File: src/rtl/pipe_ctrl_pkg.sv
// Shared encodings for the pipelined control unit: opcodes, ALUOp codes,
// forwarding selects and the per-stage control bundle that travels down
// the ID/EX, EX/MEM and MEM/WB registers.
package pipe_ctrl_pkg;

    // RV64I major opcodes recognised by the decoder
    localparam logic [6:0] OP_RTYPE  = 7'b0110011;
    localparam logic [6:0] OP_LOAD   = 7'b0000011;
    localparam logic [6:0] OP_STORE  = 7'b0100011;
    localparam logic [6:0] OP_BRANCH = 7'b1100011;
    localparam logic [6:0] OP_ADDI   = 7'b0010011;

    // ALUOp codes consumed by the ALU-control block
    localparam logic [1:0] ALUOP_ADD   = 2'b00;
    localparam logic [1:0] ALUOP_BR    = 2'b01;
    localparam logic [1:0] ALUOP_FUNCT = 2'b10;

    // Operand forwarding selects for the EX-stage muxes
    localparam logic [1:0] FWD_NONE = 2'b00;
    localparam logic [1:0] FWD_WB   = 2'b01;
    localparam logic [1:0] FWD_MEM  = 2'b10;

    // Controls consumed in EX
    typedef struct packed {
        logic       alu_src;
        logic [1:0] alu_op;
    } ex_ctrl_t;

    // Controls consumed in MEM
    typedef struct packed {
        logic read;
        logic write;
        logic branch;
    } mem_ctrl_t;

    // Controls consumed in WB
    typedef struct packed {
        logic reg_write;
        logic mem_to_reg;
    } wb_ctrl_t;

    // Full control bundle produced in ID
    typedef struct packed {
        ex_ctrl_t  ex;
        mem_ctrl_t mem;
        wb_ctrl_t  wb;
    } ctrl_t;

    // A bubble does nothing in any stage
    localparam ctrl_t CTRL_BUBBLE = '0;

endpackage

File: src/rtl/pipe_ctrl_decode.sv
// ID-stage main decoder: opcode -> control bundle plus which register
// sources the instruction actually reads. Unrecognised opcodes produce a
// bubble and claim no sources, so they can never stall the pipe.
module pipe_ctrl_decode
    import pipe_ctrl_pkg::*;
#(
    parameter int OPCODE_W = 7
) (
    input  logic [OPCODE_W-1:0] opcode,
    output ctrl_t               ctrl,
    output logic                use_rs1,
    output logic                use_rs2
);

    // Table decode; everything defaults to zero so no X ever escapes
    always_comb begin
        ctrl    = CTRL_BUBBLE;
        use_rs1 = 1'b0;
        use_rs2 = 1'b0;
        case (opcode)
            OPCODE_W'(OP_RTYPE): begin
                ctrl.ex.alu_op    = ALUOP_FUNCT;
                ctrl.wb.reg_write = 1'b1;
                use_rs1           = 1'b1;
                use_rs2           = 1'b1;
            end
            OPCODE_W'(OP_LOAD): begin
                ctrl.ex.alu_src    = 1'b1;
                ctrl.ex.alu_op     = ALUOP_ADD;
                ctrl.mem.read      = 1'b1;
                ctrl.wb.reg_write  = 1'b1;
                ctrl.wb.mem_to_reg = 1'b1;
                use_rs1            = 1'b1;
            end
            OPCODE_W'(OP_STORE): begin
                ctrl.ex.alu_src = 1'b1;
                ctrl.ex.alu_op  = ALUOP_ADD;
                ctrl.mem.write  = 1'b1;
                use_rs1         = 1'b1;
                use_rs2         = 1'b1;
            end
            OPCODE_W'(OP_BRANCH): begin
                ctrl.ex.alu_op  = ALUOP_BR;
                ctrl.mem.branch = 1'b1;
                use_rs1         = 1'b1;
                use_rs2         = 1'b1;
            end
            OPCODE_W'(OP_ADDI): begin
                ctrl.ex.alu_src   = 1'b1;
                ctrl.ex.alu_op    = ALUOP_ADD;
                ctrl.wb.reg_write = 1'b1;
                use_rs1           = 1'b1;
            end
            default: begin
                ctrl    = CTRL_BUBBLE;
                use_rs1 = 1'b0;
                use_rs2 = 1'b0;
            end
        endcase
    end

endmodule

File: src/rtl/pipe_control_unit.sv
// Pipelined control unit for the 5-stage RV64I core. Owns the control/rd
// stage registers, detects RAW hazards (stall) and taken branches (flush).
// Build option PIPE_CTRL_FORWARDING_EN adds EX operand forwarding selects
// and reduces the hazard check to load-use only.
module pipe_control_unit
    import pipe_ctrl_pkg::*;
#(
    parameter int REG_AW   = 5,
    parameter int OPCODE_W = 7,
    parameter int ALUOP_W  = 2
) (
    input  logic                clk,
    input  logic                rst_n,
    input  logic [OPCODE_W-1:0] id_opcode,
    input  logic [REG_AW-1:0]   id_rs1,
    input  logic [REG_AW-1:0]   id_rs2,
    input  logic [REG_AW-1:0]   id_rd,
    input  logic                mem_zero,
    output logic                pc_write,
    output logic                if_id_write,
    output logic                if_id_flush,
    output logic                pc_src,
    output logic                ex_alu_src,
    output logic [ALUOP_W-1:0]  ex_alu_op,
    output logic                mem_mem_read,
    output logic                mem_mem_write,
    output logic                mem_branch,
    output logic                wb_reg_write,
    output logic                wb_mem_to_reg,
    output logic [REG_AW-1:0]   ex_rd,
    output logic [REG_AW-1:0]   mem_rd,
    output logic [REG_AW-1:0]   wb_rd
`ifdef PIPE_CTRL_FORWARDING_EN
    ,
    output logic [1:0]          forward_a,
    output logic [1:0]          forward_b
`endif
);

    ctrl_t     id_ctrl;
    logic      use_rs1;
    logic      use_rs2;
    ctrl_t     ex_ctrl;
    mem_ctrl_t mem_mctrl;
    wb_ctrl_t  mem_wctrl;
    wb_ctrl_t  wb_ctrl;
    logic      hazard;
    logic      stall;

    pipe_ctrl_decode #(
        .OPCODE_W (OPCODE_W)
    ) u_decode (
        .opcode  (id_opcode),
        .ctrl    (id_ctrl),
        .use_rs1 (use_rs1),
        .use_rs2 (use_rs2)
    );

    // A used source that matches a writing stage's nonzero rd
    function automatic logic src_hit(input logic used,
                                     input logic [REG_AW-1:0] src,
                                     input logic wr,
                                     input logic [REG_AW-1:0] rd);
        return used && wr && (rd != '0) && (src == rd);
    endfunction

`ifdef PIPE_CTRL_FORWARDING_EN
    logic [REG_AW-1:0] ex_rs1;
    logic [REG_AW-1:0] ex_rs2;

    // MEM result is younger than WB, so it wins when both match
    function automatic logic [1:0] fwd_sel(input logic [REG_AW-1:0] src,
                                           input logic mem_wr,
                                           input logic [REG_AW-1:0] m_rd,
                                           input logic wb_wr,
                                           input logic [REG_AW-1:0] w_rd);
        if (src_hit(1'b1, src, mem_wr, m_rd))
            return FWD_MEM;
        else if (src_hit(1'b1, src, wb_wr, w_rd))
            return FWD_WB;
        else
            return FWD_NONE;
    endfunction

    // Only a load in EX cannot be covered by forwarding
    always_comb begin
        hazard = ex_ctrl.mem.read &&
                 (src_hit(use_rs1, id_rs1, 1'b1, ex_rd) ||
                  src_hit(use_rs2, id_rs2, 1'b1, ex_rd));
    end

    // Forwarding selects for the instruction currently in EX
    always_comb begin
        forward_a = fwd_sel(ex_rs1, mem_wctrl.reg_write, mem_rd,
                            wb_ctrl.reg_write, wb_rd);
        forward_b = fwd_sel(ex_rs2, mem_wctrl.reg_write, mem_rd,
                            wb_ctrl.reg_write, wb_rd);
    end

    // Source indices follow the instruction into EX; bubbles carry none
    always_ff @(posedge clk or negedge rst_n) begin
        if (!rst_n) begin
            ex_rs1 <= '0;
            ex_rs2 <= '0;
        end else if (pc_src || stall) begin
            ex_rs1 <= '0;
            ex_rs2 <= '0;
        end else begin
            ex_rs1 <= id_rs1;
            ex_rs2 <= id_rs2;
        end
    end
`else
    // Any pending write in EX or MEM blocks the reader; WB is write-through
    always_comb begin
        hazard = src_hit(use_rs1, id_rs1, ex_ctrl.wb.reg_write,   ex_rd)  ||
                 src_hit(use_rs2, id_rs2, ex_ctrl.wb.reg_write,   ex_rd)  ||
                 src_hit(use_rs1, id_rs1, mem_wctrl.reg_write,    mem_rd) ||
                 src_hit(use_rs2, id_rs2, mem_wctrl.reg_write,    mem_rd);
    end
`endif

    // Branch resolution in MEM; a taken branch overrides any stall
    always_comb begin
        pc_src      = mem_mctrl.branch & mem_zero;
        stall       = hazard & ~pc_src;
        pc_write    = ~stall;
        if_id_write = ~stall;
        if_id_flush = pc_src;
    end

    // ID/EX: bubble on stall or flush, else capture the decoded instruction
    always_ff @(posedge clk or negedge rst_n) begin
        if (!rst_n) begin
            ex_ctrl <= CTRL_BUBBLE;
            ex_rd   <= '0;
        end else if (pc_src || stall) begin
            ex_ctrl <= CTRL_BUBBLE;
            ex_rd   <= '0;
        end else begin
            ex_ctrl <= id_ctrl;
            ex_rd   <= id_rd;
        end
    end

    // EX/MEM: the wrong-path instruction in EX is squashed on a taken branch
    always_ff @(posedge clk or negedge rst_n) begin
        if (!rst_n) begin
            mem_mctrl <= '0;
            mem_wctrl <= '0;
            mem_rd    <= '0;
        end else if (pc_src) begin
            mem_mctrl <= '0;
            mem_wctrl <= '0;
            mem_rd    <= '0;
        end else begin
            mem_mctrl <= ex_ctrl.mem;
            mem_wctrl <= ex_ctrl.wb;
            mem_rd    <= ex_rd;
        end
    end

    // MEM/WB: always advances; the branch itself retires harmlessly
    always_ff @(posedge clk or negedge rst_n) begin
        if (!rst_n) begin
            wb_ctrl <= '0;
            wb_rd   <= '0;
        end else begin
            wb_ctrl <= mem_wctrl;
            wb_rd   <= mem_rd;
        end
    end

    // Stage-aligned control exports
    always_comb begin
        ex_alu_src    = ex_ctrl.ex.alu_src;
        ex_alu_op     = ALUOP_W'(ex_ctrl.ex.alu_op);
        mem_mem_read  = mem_mctrl.read;
        mem_mem_write = mem_mctrl.write;
        mem_branch    = mem_mctrl.branch;
        wb_reg_write  = wb_ctrl.reg_write;
        wb_mem_to_reg = wb_ctrl.mem_to_reg;
    end

endmodule

File: config.mk
export PLATFORM = sky130hd
export DESIGN_NAME = pipe_control_unit
export DESIGN_NICKNAME = d
export VERILOG_FILES = /design/src/rtl/pipe_ctrl_pkg.sv /design/src/rtl/pipe_ctrl_decode.sv /design/src/rtl/pipe_control_unit.sv
export SDC_FILE = /design/constraint.sdc
export NUM_CORES = 1
export LEC_CHECK = 0
export BUFFER_PORTS_ARGS = -buffer_cell sky130_fd_sc_hd__buf_4
export CAP_MARGIN = 10
export CORE_UTILIZATION = 45
export DETAILED_ROUTE_END_ITERATION = 10
export GPL_TIMING_DRIVEN = 0
export MAX_ROUTING_LAYER = met4
export PLACE_DENSITY = 0.74
export SYNTH_ARGS = -nofsm -noshare
export SYNTH_HDL_FRONTEND = slang
export SYNTH_HIERARCHICAL = 1
export SYNTH_SLANG_ARGS = --single-unit
File: constraint.sdc
create_clock -name clk -period 6.1 [get_ports clk]
set_input_delay 1.22 -clock clk [delete_from_list [all_inputs] [get_ports clk]]
set_output_delay 1.22 -clock clk [all_outputs]
set_load 0.05 [all_outputs]
==> results of run 1 <==
-- layout make-up --
cell class / count / share of cell area, %
clock inverter: 2 / 0.6702
buffer: 11 / 4.290
clock buffer: 6 / 2.748
sequential: 30 / 40.21
multi-input combinational: 72 / 29.29
timing repair buffer: 50 / 20.11
tap: 31 / 2.078
inverter: 3 / 0.6032
-- layer usage --
| metal | up-vias | GRT usage (%) | part of all wire, % |
|---|---|---|---|
| li1 | 491 | - | - |
| met1 | 497 | 21.64 | 42 |
| met2 | 44 | 30.40 | 48 |
| met3 | 6 | 6.803 | 7.8 |
| met4 | 0 | 8.362 | 2.0 |
| met5 | - | - | 0 |
-- worst register-to-register path, delay by kind of cell, from the launching register on --
family | cells | cell delay, ns
and+or+nand+nor | 2 | 0.69
AOI/OAI and AO/OA | 2 | 0.47
DFF | 1 | 0.46
buffers and inverters | 1 | 0.18
-- how the worst max path moves through the flow --
stage,startpoint,endpoint,slack (ns)
after floorplan,id_opcode[2],pc_write,1.95
final,id_opcode[2],pc_write,1.75
after CTS,id_opcode[2],pc_write,1.74
after detailed placement,id_opcode[2],pc_write,1.73
after global routing,id_opcode[2],pc_write,1.62
after global placement,id_opcode[2],pc_write,1.76
-- power groups by stage --
stage / registers, uW / logic [uW] / clock network [uW]
finish: 212 / 71.1 / 122
global route: 213 / 76.1 / 138
CTS: 212 / 71.7 / 127
detailed placement: 216 / 71.5 / 0
global placement: 216 / 70.3 / 0
floorplan: 234 / 21.1 / 0
-- cells by family (layout without fill, tap and decap cells) --
group | after synthesis | after routing | share of synthesized area [%]
AND/OR/NAND/NOR | 46 | 46 | 22.34
AO/OA/AOI/OAI | 6 | 6 | 4.415
flip-flops | 30 | 30 | 54.05
XOR/XNOR | 20 | 20 | 12.61
buffers and inverters | 14 | 72 | 6.576
-- placed cells by master (no fill, tap or decap), types with 2 or more instances in the layout --
master / count
buf_4: 56
dfrtp_1: 30
xnor2_1: 20
and2_1: 10
and3_1: 9
nand2_1: 7
clkbuf_4: 5
nand4_1: 4
and3_2: 4
inv_1: 3
nor3_2: 3
clkbuf_1: 2
o22ai_1: 2
buf_6: 2
nor3b_2: 2
-- per-stage QoR --
| step | util, % | cell area (um2) |
|---|---|---|
| global placement | 63.73 | 1803 |
| detailed placement | 63.73 | 1803 |
| CTS | 65.99 | 1867 |
| floorplan | - | 1389 |
| finish | 65.99 | 1867 |
| global route | 65.99 | 1867 |
==> run summary, run 1 <==
Slew Limit Headroom: 75.48%
Reg2reg end: ex_ctrl[0]
GRT Util Overall: 19.10%
Via/cell ratio: 5.063
Hpwl dp: 2048 um
Count of cell types in the netlist: 26
Gate power share: 17.6%
Largest net degree at the start of global routing: 31
CTS clk-pin slew, worst paths: 0.09 ns
Reg power frac: 52.2%
Top cell type by total area after synthesis: dfrtp_1
Most common cell on crit path: buf_4
Cell Chain, Critical Path: buf_4 -> nand4bb_1 -> buf_6 -> a211oi_4 -> nand2_1 -> o22ai_1 -> a32oi_2 -> buf_6 -> or2_2 -> buf_4 -> buf_4
Setup repair bufs after CTS: 0
Setup repair after global routing missed its margin: no
Antenna violations before repair: 0
CP startpoint kind: primary input
Final slew viol count: 0
First-pass GRT wire length: 4443 um
Post-CTS resize count: 0
Switching Fraction: 28.31%
Die area: 3313 um2
FF-to-FF path depth: 5
CTS Hold Buffers Added: 0
Hold path start: mem_wctrl[0]
Nets: 198
Max-cap violation count: 0
Synth Warn #: 6
Worst r2r src: mem_rd[0]
Status: finished, violations left
Sw Pwr: 114.7 uW
PnR worst setup slack: 1.750 ns
Crit path depth: 11
Final Hold Violating Endpoints: 0
Slowest cell delay on critical path: 0.28 ns
Failing checks: DRC
Pre-CTS worst setup slack: 1.732 ns
# port buffers: 50
Multi-input logic area: 546.8 um2
Via count: 1038
Inserted Clock Buffers: 5
Clock Latency Late Sink: 0.33 ns
Yosys reg bits: 30
Post-synth EDFFs: 0
Hold Crit Class: reg2reg
Pwr Total: 405.3 uW
Initial cell density of the core: 49.09%
Maximum vdd drop: 0.1505 mV
Area grow syn2layout: 34.41%
Clock Power Share: 30.2%
Worst EP arrival: 3.13 ns
Fin crit period: 4.350 ns
Highest fanout seen on the critical path: 10
Top Family by Delay on Critical Path: buffers and inverters
Most numerous cell in the Yosys netlist: dfrtp_1
RePlAce Congestion: 0.8712
Share of the synthesized area in the top cell type: 54.05%
Sequential fraction of the synthesis area: 54.05%
Routed Antenna Nets: 0
Syn_area_per_cell: 11.97 um2
Post-Route WL: 2678 um
TritonRoute pass-1 iters: 7
Vias in the first global route: 1003
Post-Syn Area: 1389 um2
Clk sinks: 30
Die Ht: 57.56 um
Core Area: 2829 um2
Share of cells above drive strength 1: 46.55%
Syn_nets: 141
DR WL/cell: 13.06 um
WS Path Type: in2out
Largest cells by area after synthesis: dfrtp_1 (54%), xnor2_1 (13%), and2_1 (4.5%), and3_1 (4.1%), buf_4 (3.2%)
Initial drt markers: 18
Final number of setup-violating endpoints: 0
WP buf/inv: 5
Post-Layout Cell Count: 205
Sequential cell area: 750.7 um2
Period utilization: 71.32%
Post-synth ARST share: 100.0%
Clock Path Buffers: 2
Power Dens Cells: 217.1 nW/um2
Inst Count DP: 197
Clock Skews: 0.004715 ns
Min-Delay Endpoint: wb_mem_to_reg
Post-synth top flop: dfrtp_1
CTS Root Cell: clkbuf_4
N_diodes: 0
Synth Instances: 116
Die Wd: 57.56 um
DR DRC count: 4
Internal Dissipation: 290.5 uW
Ports: 52
Fmax: 229.9 MHz
Worst Path Required: 4.88 ns
CTS tree: done
H-Tree Depth: 2
Setup TNS: 0 ns
Crit. End Element: output pin
Commonest cells post-synth: dfrtp_1 (30), xnor2_1 (20), and2_1 (10)
R2R setup slack: 4.25 ns
Hold slack: 0.3651 ns
Worst-Margin Slew: 0.3678 ns
Hold path cells: 0
Leakage power: 0.0009061 uW
FP Rows: 19
Global route overflow: 0
Fillers: 237
Slowest cell on the critical path: or2_2
(Power assumes the default switching activity.)
==> inputs of run 2 (changes only) <==
--- a/config.mk
+++ b/config.mk
@@ -5,13 +5,14 @@
 export SDC_FILE = /design/constraint.sdc
 export NUM_CORES = 1
 export LEC_CHECK = 0
+export ABC_AREA = 1
 export BUFFER_PORTS_ARGS = -buffer_cell sky130_fd_sc_hd__buf_4
 export CAP_MARGIN = 10
 export CORE_UTILIZATION = 45
 export DETAILED_ROUTE_END_ITERATION = 10
 export GPL_TIMING_DRIVEN = 0
 export MAX_ROUTING_LAYER = met4
-export PLACE_DENSITY = 0.74
+export PLACE_DENSITY = 0.76
 export SYNTH_ARGS = -nofsm -noshare
 export SYNTH_HDL_FRONTEND = slang
 export SYNTH_HIERARCHICAL = 1
==> constraint.sdc (replaced) <==
create_clock -name clk -period 4 [get_ports clk]
set_input_delay 0.8 -clock clk [delete_from_list [all_inputs] [get_ports clk]]
set_output_delay 0.8 -clock clk [all_outputs]
set_load 0.05 [all_outputs]
==> run 2 against run 1 <==
Net effect: the flow now finishes without violations; count of clock-buffer cells in the layout is 1 higher; die area rose by 9.5%; first-iteration DRC count increased by 67%; global-route usage fell by 0.52 points; final area grew 8.4%; sequential cell count did not move; non-clock buffer count down 2; sequential share of layout area decreased by 3.1 points; critical path depth rose by 6; critical endpoint unchanged; highest routed layer unchanged.
==> run summary, run 2 <==
Inserted Clock Buffers: 5
CTS Hold Buffers Added: 0
Post-CTS resize count: 0
Ports: 52
TritonRoute pass-1 iters: 4
Via count: 1360
Post-synth top flop: dfrtp_1
Count of cell types in the netlist: 16
Synth Area in XOR/XNOR: 0.5738%
Clock Latency Late Sink: 0.32 ns
DR DRC count: 0
Sequential fraction of the synthesis area: 49.18%
Max-cap violation count: 0
Routed met2 length: 1292 um
Share of the synthesized area in the top cell type: 49.18%
Commonest cells post-synth: nand2_1 (65), inv_1 (50), nor2_1 (44)
Main combinational cell family by area after synthesis: simple AND/OR/NAND/NOR gates
Post-synth EDFFs: 0
Final Hold Violating Endpoints: 0
RePlAce Congestion: 0.8691
Clock Path Buffers: 2
Adder-Cell Fraction of Synth Area: 0%
Setup repair after global routing missed its margin: no
Leakage power: 0.001242 uW
Syn_nets: 242
Core Area: 3128 um2
Die area: 3629 um2
Initial cell density of the core: 48.80%
Top cell type by total area after synthesis: dfrtp_1
Nets: 300
GRT Util Overall: 18.58%
Clk sinks: 30
Fin crit period: 3.070 ns
Vias in the first global route: 1166
Routed Antenna Nets: 0
Compound-Gate Fraction of Synth Area: 1.230%
Power Dens Cells: 303.6 nW/um2
Share of cells above drive strength 1: 25.72%
Setup repair bufs after CTS: 0
CP startpoint kind: primary input
Period utilization: 76.74%
Largest net degree at the start of global routing: 31
Global route overflow: 0
M1 WL: 1473 um
FP Rows: 20
Most frequent cells in the layout: nand2_1 (65), buf_4 (57), inv_1 (50)
# port buffers: 51
Maximum vdd drop: 0.1836 mV
CTS tree: done
CTS Root Cell: clkbuf_4
Syn_area_per_cell: 7.034 um2
DR WL/cell: 9.284 um
Crit. End Element: output pin
Commonest non-fill, non-tap cell in the layout: nand2_1
H-Tree Depth: 2
Status: finished, final reports clean
Fillers: 282
Met3 WL: 158 um
Area grow syn2layout: 32.62%
Via/cell ratio: 4.250
Largest cells by area after synthesis: dfrtp_1 (49%), nand2_1 (16%), inv_1 (12%), nor2_1 (11%), buf_4 (3.0%)
Worst-Margin Slew: 0.5898 ns
Most numerous cell in the Yosys netlist: nand2_1
Yosys reg bits: 30
Post-Syn Area: 1526 um2
Top layer in use: met4
Final slew viol count: 0
Fmax: 325.8 MHz
Synth Warn #: 6
CTS clk-pin slew, worst paths: 0.08 ns
Die Wd: 60.24 um
Final number of setup-violating endpoints: 0
Post-Route WL: 2971 um
Post-synth ARST share: 100.0%
Antenna violations before repair: 0
Slew Limit Headroom: 60.68%
Setup TNS: 0 ns
N_diodes: 0
Simple-Gate Fraction of Synth Area: 32.79%
Worst EP arrival: 2.27 ns
Initial drt markers: 30
WS Path Type: in2out
Clock Skews: 0.003733 ns
Hpwl dp: 2312 um
Worst Path Required: 3.20 ns
Hold Crit Class: reg2reg
Synth Instances: 217
Mux cell area share after synthesis: 0%
Pwr Total: 614.7 uW
Highest fanout seen on the critical path: 2
Die Ht: 60.24 um
First-pass GRT wire length: 4740 um
-- run 2: path summary, 6_finish.rpt --
kind                              start       endpoint  slack (ns)  depth (start not counted)
setup / recovery           id_opcode[2]       pc_write        0.93                         17
hold / removal             mem_wctrl[0]  wb_mem_to_reg        0.36                          0
setup reg to reg              mem_rd[3]     ex_ctrl[1]        2.59                         10
hold reg to reg            mem_wctrl[0]  wb_mem_to_reg        0.36                          0
max in group asynchronous         rst_n       ex_rd[2]        3.34                          1
min in group asynchronous         rst_n     ex_ctrl[3]        0.39                          1
-- run 2: per-stage QoR --
step | utilization (%) | std cells | setup slack [ns] | hold WS, ns | cell area, um2
floorplan | - | 217 | 1.001 | 0.3312 | 1526
global placement | 62.80 | 312 | 0.9832 | 0.3314 | 1964
detailed placement | 62.80 | 312 | 0.9582 | 0.3478 | 1964
CTS | 64.72 | 320 | 0.9503 | 0.3678 | 2024
global route | 64.72 | 320 | 0.7858 | 0.3773 | 2024
finish | 64.72 | 320 | 0.9304 | 0.3646 | 2024
-- run 2: cell families (layout without fill, tap and decap cells) --
family | count (synthesis) | after routing
flip-flops | 30 | 30
buffers and inverters | 58 | 117
AND/OR/NAND/NOR | 125 | 125
AO/OA/AOI/OAI | 3 | 3
XOR/XNOR | 1 | 1
-- run 2: routing by layer --
metal / up-vias / GRT usage (%)
met5: - / -
met4: 0 / 6.977
met3: 5 / 4.545
met2: 39 / 27.94
met1: 586 / 24.10
li1: 730 / -
-- run 2: critical path, cell delays in order --
cell and delay (ns):
buf_4 0.11, inv_1 0.04, nand2_1 0.05, nor2_2 0.12, nand2_1 0.09, nand2_1 0.10, nand2_1 0.05, inv_1 0.05
nand2_1 0.05, nor2_1 0.12, nand3_1 0.09, nand2_1 0.06, nand2_1 0.09, nand2_1 0.08, nand2_1 0.07, buf_4 0.13
buf_4 0.18
-- run 2: area by class of cell --
type | instances | area [um2] | area share, %
clock buffer | 7 | 55.05 | 2.719
buffer | 8 | 60.06 | 2.967
multi-input combinational | 129 | 528.0 | 26.08
clock inverter | 1 | 5.005 | 0.2472
timing repair buffer | 51 | 382.9 | 18.91
tap | 44 | 55.05 | 2.719
sequential | 30 | 750.7 | 37.08
inverter | 50 | 187.7 | 9.271
-- run 2: power breakdown --
| part | total (uW) | internal [uW] | leakage (uW) | switching (uW) |
|---|---|---|---|---|
| registers | 321 | 312 | 0.000384 | 8.32 |
| clock network | 182 | 85.0 | 0.0000353 | 96.9 |
| logic | 112 | 40.7 | 0.000822 | 71.5 |
| total | 615 | 438 | 0.00124 | 177 |
==> inputs of run 3 (changes only) <==
--- a/config.mk
+++ b/config.mk
@@ -12,7 +12,7 @@
 export DETAILED_ROUTE_END_ITERATION = 10
 export GPL_TIMING_DRIVEN = 0
 export MAX_ROUTING_LAYER = met4
-export PLACE_DENSITY = 0.76
+export PLACE_DENSITY = 0.73
 export SYNTH_ARGS = -nofsm -noshare
 export SYNTH_HDL_FRONTEND = slang
 export SYNTH_HIERARCHICAL = 1
==> constraint.sdc (replaced) <==
create_clock -name clk -period 2.9 [get_ports clk]
set_input_delay 0.58 -clock clk [delete_from_list [all_inputs] [get_ports clk]]
set_output_delay 0.58 -clock clk [all_outputs]
set_load 0.05 [all_outputs]
==> run 3 against run 2 <==
Net effect: global-route usage is 1.5 points higher; first-iteration DRC count up 73%; count of clock-buffer cells in the layout decreased by 1; power up 50%; critical path depth unchanged.
==> run summary, run 3 (synthesized netlist as in run 2, its figures left out) <==
CTS clk-pin slew, worst paths: 0.09 ns
Die Wd: 60.24 um
Gate power share: 16.9%
DR WL/cell: 9.719 um
GRT Util Overall: 20.08%
Pwr Total: 919.6 uW
Cell Chain, Critical Path: buf_4 -> inv_1 -> nand2_1 -> nor2_2 -> nand2_1 -> inv_1 -> nand2_1 -> inv_1 -> nand2_1 -> nor2_1 -> nand3_1 -> nand2_1 -> nand2_1 -> nand2_1 -> nand2_1 -> buf_4 -> buf_4
Period utilization: 89.32%
Highest fanout seen on the critical path: 2
Max-cap violation count: 0
Die Ht: 60.24 um
Clock Power Share: 35.1%
Slowest cell on the critical path: buf_4
Final number of setup-violating endpoints: 0
Met3 WL: 206 um
Worst EP arrival: 2.01 ns
Core Area: 3128 um2
Post-Layout Cell Count: 320
WP buf/inv: 6
Inserted Clock Buffers: 5
N_diodes: 0
Vias in the first global route: 1121
Hold Crit Class: in2async
Maximum vdd drop: 0.2997 mV
Sw Pwr: 251.0 uW
Clock Latency Late Sink: 0.32 ns
FP Rows: 20
Fmax: 386.1 MHz
Top Family by Delay on Critical Path: simple AND/OR/NAND/NOR gates
Switching Fraction: 27.29%
Post-Route WL: 3110 um
Final slew viol count: 0
Post-DP Area: 1964 um2
Final Hold Violating Endpoints: 0
RePlAce Congestion: 0.8385
Most common cell on crit path: nand2_1
Routed Antenna Nets: 0
Clock Skews: 0.005334 ns
Clock Path Buffers: 2
Internal Dissipation: 668.6 uW
Area grow syn2layout: 33.85%
Largest net degree at the start of global routing: 31
Nets: 300
Clk sinks: 30
Fin crit period: 2.590 ns
Leakage power: 0.001245 uW
Antenna violations before repair: 0
Setup repair after global routing missed its margin: no
Via count: 1379
Initial drt markers: 52
Most frequent cells in the layout: nand2_1 (65), buf_4 (57), inv_1 (50)
Inst Count DP: 312
Post-CTS resize count: 0
TritonRoute pass-1 iters: 4
First-pass GRT wire length: 4912 um
CP startpoint kind: primary input
Worst-Margin Slew: 0.5812 ns
Worst Path Required: 2.32 ns
Die area: 3629 um2
Slew Limit Headroom: 61.26%
Commonest non-fill, non-tap cell in the layout: nand2_1
CTS Hold Buffers Added: 0
Via/cell ratio: 4.309
Top layer in use: met4
Setup repair bufs after CTS: 0
DR DRC count: 0
H-Tree Depth: 2
Setup TNS: 0 ns
Ports: 52
Crit. End Element: output pin
Power Dens Cells: 450.1 nW/um2
M1 WL: 1463 um
Reg power frac: 48.1%
Design Area, Final: 2043 um2
CTS tree: done
Routed met2 length: 1371 um
Status: finished, final reports clean
CTS Root Cell: clkbuf_4
Hold slack: 0.1630 ns
Hpwl dp: 2348 um
Slowest cell delay on critical path: 0.18 ns
# port buffers: 51
Global route overflow: 0
WS Path Type: in2out
Share of cells above drive strength 1: 25.72%
Initial cell density of the core: 48.80%
-- run 3: changes by cell type in the layout (fill, tap and decap cells not counted) --
cell	previous run	this run
clkinvlp_4	0	1
bufinv_16	0	1
clkinv_2	1	0
clkbuf_8	1	0
-- run 3: power by group through the flow --
stage / sequential [uW] / clock [uW] / combinational [uW]
floorplan: 491 / 0 / 46.5
CTS: 442 / 334 / 156
finish: 442 / 322 / 155
detailed placement: 451 / 0 / 156
global route: 444 / 356 / 171
global placement: 450 / 0 / 155
-- run 3: through the flow --
step | util, % | worst slack [ns]
6_report | 65.32 | 0.3097
5_1_grt | 65.32 | 0.09504
4_1_cts | 65.32 | 0.3077
3_5_place_dp | 62.80 | 0.3129
3_3_place_gp | 62.80 | 0.3245
2_1_floorplan | - | 0.3406
-- run 3: cell type report --
type / instances / area, um2
fillers: 293 / 1085
flip-flops and latches: 30 / 750.7
multi-input cells: 129 / 528.0
repair buffers: 51 / 382.9
inverters: 50 / 187.7
plain buffers: 8 / 60.06
well taps: 44 / 55.05
clock buffers: 6 / 41.29
clock inverters: 2 / 37.54
-- run 3: worst paths after layout --
path	start	endpoint	slack, ns	cells past startpoint
setup reg to reg	ex_rd[0]	ex_ctrl[0]	1.47	10
setup / recovery	id_opcode[2]	pc_write	0.31	17
hold / removal	rst_n	mem_mem_read	0.16	1
max in group asynchronous	rst_n	ex_rd[1]	2.47	1
min in group clk	mem_wctrl[0]	wb_mem_to_reg	0.36	0
hold reg to reg	mem_wctrl[0]	wb_mem_to_reg	0.36	0
-- run 3: worst register-to-register path, delay by kind of cell, from the launching register on --
kind / cells / cell delay [ns]
buf+inv: 2 / 0.26
simple gates: 8 / 0.62
flops: 1 / 0.43
-- run 3: metal layers --
metal  vias up  track usage (%)
li1        728                -
met1       597            25.62
met2        49            28.73
met3         5            5.411
met4         0            10.96
met5         -                -
